<file path="src/rtl/adc_capture_ctrl.sv">
// ADC capture sequencer: arms on host request, waits for a trigger, then paces
// decimated sample writes into the capture FIFO with sticky done/overflow/timeout status.
module adc_capture_ctrl #(
  parameter int PRECISION     = 10,
  parameter int COUNT_WIDTH   = 16,
  parameter int DECIM_WIDTH   = 8,
  parameter int TIMEOUT_WIDTH = 24
) (
  input  logic                     clk,
  input  logic                     rst_n,
  input  logic [PRECISION-1:0]     adc_code_in,
  input  logic                     arm,
  input  logic                     abort,
  input  logic                     sw_trig,
  input  logic [1:0]               trig_mode,
  input  logic [PRECISION-1:0]     trig_level,
  input  logic [COUNT_WIDTH-1:0]   num_samples,
  input  logic [DECIM_WIDTH-1:0]   decim,
  input  logic [TIMEOUT_WIDTH-1:0] timeout,
  input  logic                     fifo_full,
  output logic                     fifo_wr_en,
  output logic [PRECISION-1:0]     fifo_din,
  output logic                     busy,
  output logic                     done,
  output logic                     ovf_err,
  output logic                     tmo_err,
  output logic [COUNT_WIDTH-1:0]   sample_cnt,
  output logic [2:0]               state
);

  typedef enum logic [2:0] {
    ST_IDLE      = 3'd0,
    ST_ARMED     = 3'd1,
    ST_WAIT_TRIG = 3'd2,
    ST_CAPTURE   = 3'd3,
    ST_DONE      = 3'd4
  } state_t;

  localparam logic [1:0] MODE_IMMEDIATE = 2'b00;
  localparam logic [1:0] MODE_SOFTWARE  = 2'b01;
  localparam logic [1:0] MODE_RISING    = 2'b10;

  state_t                   state_reg, state_next;
  logic [1:0]               mode_reg, mode_next;
  logic [PRECISION-1:0]     level_reg, level_next;
  logic [COUNT_WIDTH-1:0]   num_reg, num_next;
  logic [DECIM_WIDTH-1:0]   decim_reg, decim_next;
  logic [TIMEOUT_WIDTH-1:0] timeout_reg, timeout_next;
  logic [PRECISION-1:0]     prev_code_reg, prev_code_next;
  logic [TIMEOUT_WIDTH-1:0] tmo_cnt_reg, tmo_cnt_next;
  logic [DECIM_WIDTH-1:0]   dcnt_reg, dcnt_next;
  logic [COUNT_WIDTH-1:0]   cnt_reg, cnt_next;
  logic                     ovf_reg, ovf_next;
  logic                     tmo_err_reg, tmo_err_next;
  logic                     wr_en_reg, wr_en_next;
  logic [PRECISION-1:0]     din_reg, din_next;

  logic                     trig_hit;
  logic                     write_req;
  logic [COUNT_WIDTH-1:0]   cnt_inc;
  logic [TIMEOUT_WIDTH-1:0] tmo_inc;

  assign cnt_inc = cnt_reg + COUNT_WIDTH'(1);
  assign tmo_inc = tmo_cnt_reg + TIMEOUT_WIDTH'(1);

  // Level triggers compare the live sample against the one seen a cycle earlier.
  always_comb begin
    case (mode_reg)
      MODE_IMMEDIATE: trig_hit = 1'b1;
      MODE_SOFTWARE:  trig_hit = sw_trig;
      MODE_RISING:    trig_hit = (prev_code_reg < level_reg) && (adc_code_in >= level_reg);
      default:        trig_hit = (prev_code_reg >= level_reg) && (adc_code_in < level_reg);
    endcase
  end

  always_comb begin
    state_next     = state_reg;
    mode_next      = mode_reg;
    level_next     = level_reg;
    num_next       = num_reg;
    decim_next     = decim_reg;
    timeout_next   = timeout_reg;
    prev_code_next = prev_code_reg;
    tmo_cnt_next   = tmo_cnt_reg;
    dcnt_next      = dcnt_reg;
    cnt_next       = cnt_reg;
    ovf_next       = ovf_reg;
    tmo_err_next   = tmo_err_reg;
    wr_en_next     = 1'b0;
    din_next       = din_reg;
    write_req      = 1'b0;

    if (abort) begin
      // Abort preempts everything, including a coincident arm; status is held.
      if (state_reg != ST_IDLE) begin
        state_next = ST_IDLE;
      end
    end else begin
      case (state_reg)
        ST_IDLE, ST_DONE: begin
          if (arm) begin
            mode_next    = trig_mode;
            level_next   = trig_level;
            num_next     = num_samples;
            decim_next   = decim;
            timeout_next = timeout;
            cnt_next     = '0;
            ovf_next     = 1'b0;
            tmo_err_next = 1'b0;
            state_next   = ST_ARMED;
          end
        end

        ST_ARMED: begin
          if (num_reg == '0) begin
            state_next = ST_DONE;
          end else begin
            prev_code_next = adc_code_in;
            tmo_cnt_next   = '0;
            state_next     = ST_WAIT_TRIG;
          end
        end

        ST_WAIT_TRIG: begin
          prev_code_next = adc_code_in;
          if (trig_hit) begin
            write_req  = 1'b1;
            dcnt_next  = '0;
            state_next = ST_CAPTURE;
          end else begin
            if (tmo_cnt_reg != '1) begin
              tmo_cnt_next = tmo_inc;
            end
            if ((timeout_reg != '0) && (tmo_inc == timeout_reg)) begin
              tmo_err_next = 1'b1;
              state_next   = ST_DONE;
            end
          end
        end

        ST_CAPTURE: begin
          if (dcnt_reg == decim_reg) begin
            write_req = 1'b1;
            dcnt_next = '0;
          end else begin
            dcnt_next = dcnt_reg + DECIM_WIDTH'(1);
          end
        end

        default: state_next = ST_IDLE;
      endcase

      // Shared by the trigger sample and every paced capture sample.
      if (write_req) begin
        if (fifo_full) begin
          ovf_next   = 1'b1;
          state_next = ST_DONE;
        end else begin
          wr_en_next = 1'b1;
          din_next   = adc_code_in;
          cnt_next   = cnt_inc;
          if (cnt_inc == num_reg) begin
            state_next = ST_DONE;
          end
        end
      end
    end
  end

  always_ff @(posedge clk or negedge rst_n) begin
    if (!rst_n) begin
      state_reg     <= ST_IDLE;
      mode_reg      <= '0;
      level_reg     <= '0;
      num_reg       <= '0;
      decim_reg     <= '0;
      timeout_reg   <= '0;
      prev_code_reg <= '0;
      tmo_cnt_reg   <= '0;
      dcnt_reg      <= '0;
      cnt_reg       <= '0;
      ovf_reg       <= 1'b0;
      tmo_err_reg   <= 1'b0;
      wr_en_reg     <= 1'b0;
      din_reg       <= '0;
    end else begin
      state_reg     <= state_next;
      mode_reg      <= mode_next;
      level_reg     <= level_next;
      num_reg       <= num_next;
      decim_reg     <= decim_next;
      timeout_reg   <= timeout_next;
      prev_code_reg <= prev_code_next;
      tmo_cnt_reg   <= tmo_cnt_next;
      dcnt_reg      <= dcnt_next;
      cnt_reg       <= cnt_next;
      ovf_reg       <= ovf_next;
      tmo_err_reg   <= tmo_err_next;
      wr_en_reg     <= wr_en_next;
      din_reg       <= din_next;
    end
  end

  assign fifo_wr_en = wr_en_reg;
  assign fifo_din   = din_reg;
  assign sample_cnt = cnt_reg;
  assign ovf_err    = ovf_reg;
  assign tmo_err    = tmo_err_reg;
  assign state      = state_reg;
  assign done       = (state_reg == ST_DONE);
  assign busy       = (state_reg == ST_ARMED) || (state_reg == ST_WAIT_TRIG) ||
                      (state_reg == ST_CAPTURE);

endmodule

</file>
<file path="config.mk">
export PLATFORM = sky130hd
export DESIGN_NAME = adc_capture_ctrl
export DESIGN_NICKNAME = d
export VERILOG_FILES = /design/src/rtl/adc_capture_ctrl.sv
export SDC_FILE = /design/constraint.sdc
export NUM_CORES = 1
export LEC_CHECK = 0
export CORE_ASPECT_RATIO = 0.5
export CORE_MARGIN = 3
export CORE_UTILIZATION = 60
export DETAILED_ROUTE_END_ITERATION = 10
export GPL_TIMING_DRIVEN = 0
export MAX_ROUTING_LAYER = met4
export PLACE_DENSITY = 0.86
export SYNTH_ARGS = -nofsm -noshare
export SYNTH_HDL_FRONTEND = slang
export SYNTH_SLANG_ARGS = --single-unit
</file>
<file path="constraint.sdc">
create_clock -name clk -period 3.7 [get_ports clk]
set_input_delay 1.11 -clock clk [delete_from_list [all_inputs] [get_ports clk]]
set_output_delay 1.11 -clock clk [all_outputs]
set_load 0.05 [all_outputs]
</file>
Yosys cells after proc, flatten, opt, wreduce, memory -nomap -nowiden:

Cells that the tools add are included.

* flip-flop bits (word level): 134
* output and inout bits: 34
* input port bits: 76
* word-level logic and storage cells: 99

* order comparisons: 4
* add/sub/neg operators: 3
* equality and inequality tests: 17
* reductions and logical operators: 20
* mux-type cells: 39
* bitwise operators: 2

Operators by type and width (number)
* 24-bit 2-to-1 mux: 3
* 16-bit 2-to-1 mux: 4
* 24-bit one-hot mux with 2 select lines: 1
* 3-bit 2-to-1 mux: 9
* 24-bit by 1-bit adder with 24-bit output, second input constant: 1
* 24-bit == test: 1
* 24-bit != test, second input constant: 1
* 24-bit nonzero test: 1
* 10-bit greater-or-equal comparator: 2
* 10-bit less-than comparator: 2
* 10-bit one-hot mux with 2 select lines: 1
* 16-bit by 1-bit adder with 16-bit output, second input constant: 1
* 16-bit == test: 1
* 16-bit logical NOT: 1
* 8-bit 2-to-1 mux: 2
* 8-bit one-hot mux with 2 select lines: 1
* 1-bit 2-to-1 mux: 13
* 2-bit != test, second input constant: 6
* 3-bit one-hot mux with 4 select lines: 1
* 3-bit AND reduction: 4
* 10-bit 2-to-1 mux: 1
* 5-bit AND reduction: 2
* 8-bit by 1-bit adder with 8-bit output, second input constant: 1
* 8-bit == test: 1
* 16 further kinds: 24

Logic depth before layout (Yosys ltp):

* depth after elaboration: 10
* gate-level depth with buffers: 12
* mapped depth without buffers: 10

Worst setup path after synthesis:

No wires, ideal clock.

* path type: input -> register
* from: input port adc_code_in[4]
* to: register dcnt_reg[7]
* cell stages on the path: 9
* buffers on the path: 1
* library setup time: 0.126 ns
* slack: 0.513 ns
* data required time: 3.574 ns
* arrival time: 3.061 ns
* cell sequence: ha_1 a21oi_1 a211oi_1 nor4b_2 o21a_1 a32oi_2 a211o_1 clkbuf_1 a221o_1

* word-level cells in the longest chain between the ends: 5
* elaborated cells on any way between the ends: 7
* classes of those cells: order compare: 2; eq/ne: 1; mux: 1; reduce/logical: 3

RTL lines
* start, declared: RTL line 11 `input logic [PRECISION-1:0] adc_code_in,`
* 10-bit less-than comparator / 10-bit greater-or-equal comparator (equally long branches): RTL line 72, 71
* 1-bit logical AND, on equally long branches: RTL line 72, 71
* 1-bit one-hot mux with 3 select lines (*): RTL line 68 `case (mode_reg)`
* 2-bit != test (no line) (*)
* 3-bit AND reduction (no line) (*)
* end signal, assigned: RTL line 195 `dcnt_reg <= dcnt_next;`
* end, declared: RTL line 51 `logic [DECIM_WIDTH-1:0] dcnt_reg, dcnt_next;`

Mark *: on every way between the ends. The rest lies on a longest branch, timed or not.
A chain may end at the register's enable or synchronous reset.

Final worst setup path:

* from: input port adc_code_in[5]
* to: register cnt_reg[15], in the netlist sample_cnt[15]

* word-level cells in the longest chain between the ends: 7
* elaborated cells on any way between the ends: 9
* classes of those cells: order compare: 2; mux: 5; reduce/logical: 2

RTL lines
* 10-bit less-than comparator / 10-bit greater-or-equal comparator (equally long branches): RTL line 72, 71
* 1-bit logical AND, on equally long branches: RTL line 72, 71
* 1-bit one-hot mux with 3 select lines (*): RTL line 68
* 1-bit 2-to-1 mux (*): RTL line 126 `if (trig_hit) begin`
* 1-bit one-hot mux with 2 select lines (*): RTL line 99 `case (state_reg)`
* 1-bit 2-to-1 mux (*): RTL line 93 `if (abort) begin`
* 16-bit 2-to-1 mux (*): RTL line 154 `if (write_req) begin`
* end signal, assigned: RTL line 196 `cnt_reg <= cnt_next;`
* end, declared: RTL line 52 `logic [COUNT_WIDTH-1:0] cnt_reg, cnt_next;`

Mark *: on every way between the ends. The rest lies on a longest branch, timed or not. The select of a mux whose other input is x is not followed.

==> impl_metrics.toml <==
[detailed_routing]
via_count = 7432
post-route-drc-count = 0
wl_met2_mm = 10.8
drt_wl_total_mm = 22.7
drt_iter0_drc = 799
dr.pass1.iters = 5
top_layer = "met4"
wirelength_met1_mm = 9.83
dr_wl_met3_mm = 1.58
antenna_left = 0
vias_per_cell = 6.09
wire_per_inst_um = 18.6

[sta]
hold_viol = 0
setup_slack_ns = 0.0741
fmax_mhz = 276
tightestPinTransition_ns = 1.18
maxSlewViolCount = 0
fin_hold_ws_ns = 0.480
fin_tns_setup_ns = 0
setup_viol = 0
maxSlewHeadroom = 0.210
fin_crit_ns = 3.63
period_share = 0.980
fin_skew_ns = 0.0134

[die]
rows = 29
die_w_um = 169
die-area_sq_mm = 0.0148
initial_core_util = 0.621
io_pins = 110
die_h_um = 87.4
core_area_sq_mm = 0.0128

[setup_path]
cp_slowest_cell = "clkdlybuf4s50_1"
slowest_delay_ns = 0.47
worstPathCellList = "clkdlybuf4s50_1, ha_1, inv_1, a211oi_2, nor4b_2, o21a_1, a32oi_4, buf_4, a21boi_4, nor2_4, buf_6, a211o_1"
r2r_setup_slack_ns = 0.61
startpoint_type = "input pin"
endpoint_kind = "register"
cp.arrival_ns = 3.93
cp.required_ns = 4.00
crit_fanout = 7
critPathKind = "in2reg"

[synthesis]
ys_seq_area_frac = 0.422
ys.flop_type = "dfrtp_1"
synthDistinctLibCells = 70
syn_inst = 905
synth_edf_count = 0
synthTopCellsByArea = "dfrtp_1, nand2_1, xnor2_1, mux2_2, ha_1"
synth_area_leader_cell = "dfrtp_1"
syn_area_sq_mm = 0.00795
async_reset_ff_frac = 1.00
yosysWarningCount = 0
syn_nets = 1004
syn_avg_cell_area_sq_um = 8.79
synth_top_cell_area_share = 0.422
yosys_register_bits = 134

[cts]
clock-root-buffer = "clkbuf_16"
cts_tree = "built"
cts.sink_count = 134
clock_latency_ns = 0.42
htreeDepth = 4
clock_path_buffers = 2
cts_buffers = 17
cts_hold_buf = 0
path_clk_slew_ns = 0.06

[global_routing]
antenna_found_initial = 0
gr-usage-all-layers = 0.319
grt_pass1_vias = 7313
grt_max_degree = 102
grt_pass1_wl_mm = 36.5
grt_overflow = 0

[placement]
post-place-ws_ns = -0.740
port_buffers = 108
place_congestion = 0.936
dp_hpwl_mm = 15.3

[outcome]
status = "finished clean"

[power_and_ir_drop]
leakage_nw = 4.59
cellPowerDensity_mw_per_mm2 = 629
ir_drop_mv = 0.446

[job]
drv_cap = 0

[layout]
fill_cells = 865
final_nets = 1138
antenna_cells = 0
drive_gt1_frac = 0.114
syn_to_final_growth_pct = 27.1

[worst_hold_path]
hold_path.class = "reg2reg"
power by group:
part | internal (W) | switching (W)
sequential | 0.00184 | 0.000352
clock | 0.00122 | 0.000707
combinational | 0.000931 | 0.00131
total | 0.00400 | 0.00236
cell usage after synthesis (all sizes together) (5+ instances only):
cell type and n:
o21a 5, a211o 10, a21oi 21, a31oi 16, nor4 16, nor2 40
nand2b 6, o211ai 5, mux2 27, nor3b 5, nor3 11, o31ai 8
ha 23, buf 24, and3 22, or3 5, nand4 20, xor2 24
nand3 33, nand2 226, o21ai 57, xnor2 42, inv 24, clkbuf 29
dfrtp 134, and4 6, and2 6
layout by cell type (no fill, tap or decap), types with 5 or more instances in the layout:
cell type,count
mux2_2,27
o21a_1,5
xnor2_1,42
dfrtp_1,134
nor2_1,38
a31oi_1,16
a21oi_1,20
dlymetal6s2s_1,6
clkbuf_16,17
and2_1,5
ha_1,21
nand4_1,19
buf_4,8
bufinv_16,5
nand3_1,31
inv_1,24
and4_1,6
and3_1,19
o31ai_1,8
nor4_1,15
xor2_1,24
clkbuf_1,28
a211o_1,10
buf_6,7
nand2b_1,6
buf_2,16
nor3b_1,5
o211ai_1,5
nor3_1,9
o21ai_0,55
or3_1,5
clkdlybuf4s50_1,101
nand2_1,226
cells by family (layout without fill, tap and decap cells):
family | Yosys count | in the layout | share of synthesized area
multiplexers | 30 | 30 | 0.0420
AND/OR/NAND/NOR | 413 | 413 | 0.251
flip-flops | 134 | 134 | 0.422
adder cells (fa/ha/maj) | 23 | 23 | 0.0362
buffers and inverters | 78 | 224 | 0.0423
XOR/XNOR | 66 | 66 | 0.0727
AO/OA/AOI/OAI | 161 | 161 | 0.135
routing by layer:
layer  vias to the layer above  GRT usage
met2                       351      0.521
met1                      3588      0.408
li1                       3433          -
met3                        60     0.0571
met5                         -          -
met4                         0      0.111
what timing repair did:
action | in CTS | in global routing
buffers inserted | 3 | 2
resized for setup | 10 | 22
pin swaps | 2 | 7
setup endpoints to repair | 42 | 40
cloned | 0 | 2
per-stage QoR:
stage / instance area (sq um) / utilization / cells / total power (W)
6_report: 10100 / 0.789 / 1221 / 0.00636
2_1_floorplan: 7950 / - / 905 / 0.00356
5_1_grt: 10100 / 0.789 / 1221 / 0.00668
3_5_place_dp: 9280 / 0.724 / 1184 / 0.00425
4_1_cts: 10000 / 0.781 / 1217 / 0.00626
3_3_place_gp: 9250 / 0.722 / 1183 / 0.00416
worst max-delay path: cells and delay by family:
kind | cells | cell delay (ns)
compound gates | 5 | 1.07
fa+ha+maj | 1 | 0.33
buf+inv | 4 | 0.93
simple gates | 2 | 0.48
final timing paths:
kind                            cells after the start              end           start
worst max register to register                      8  timeout_reg[22]        state[0]
worst max-delay path                               12   sample_cnt[15]  adc_code_in[5]
max in group asynchronous                           2   sample_cnt[11]           rst_n
worst min-delay path                                2          tmo_err         tmo_err
min in group asynchronous                           1  timeout_reg[10]           rst_n
worst min register to register                      2          tmo_err         tmo_err
layout make-up:
type	count	area (sq um)	area share
multi-input cells	693	4350	0.430
flip-flops and latches	134	3350	0.332
repair buffers	116	1180	0.116
clock buffers	18	439	0.0434
plain buffers	52	269	0.0266
clock inverters	13	221	0.0219
well taps	170	213	0.0210
inverters	25	93.8	0.00928
Note: power is estimated with default switching activity, not from simulation.
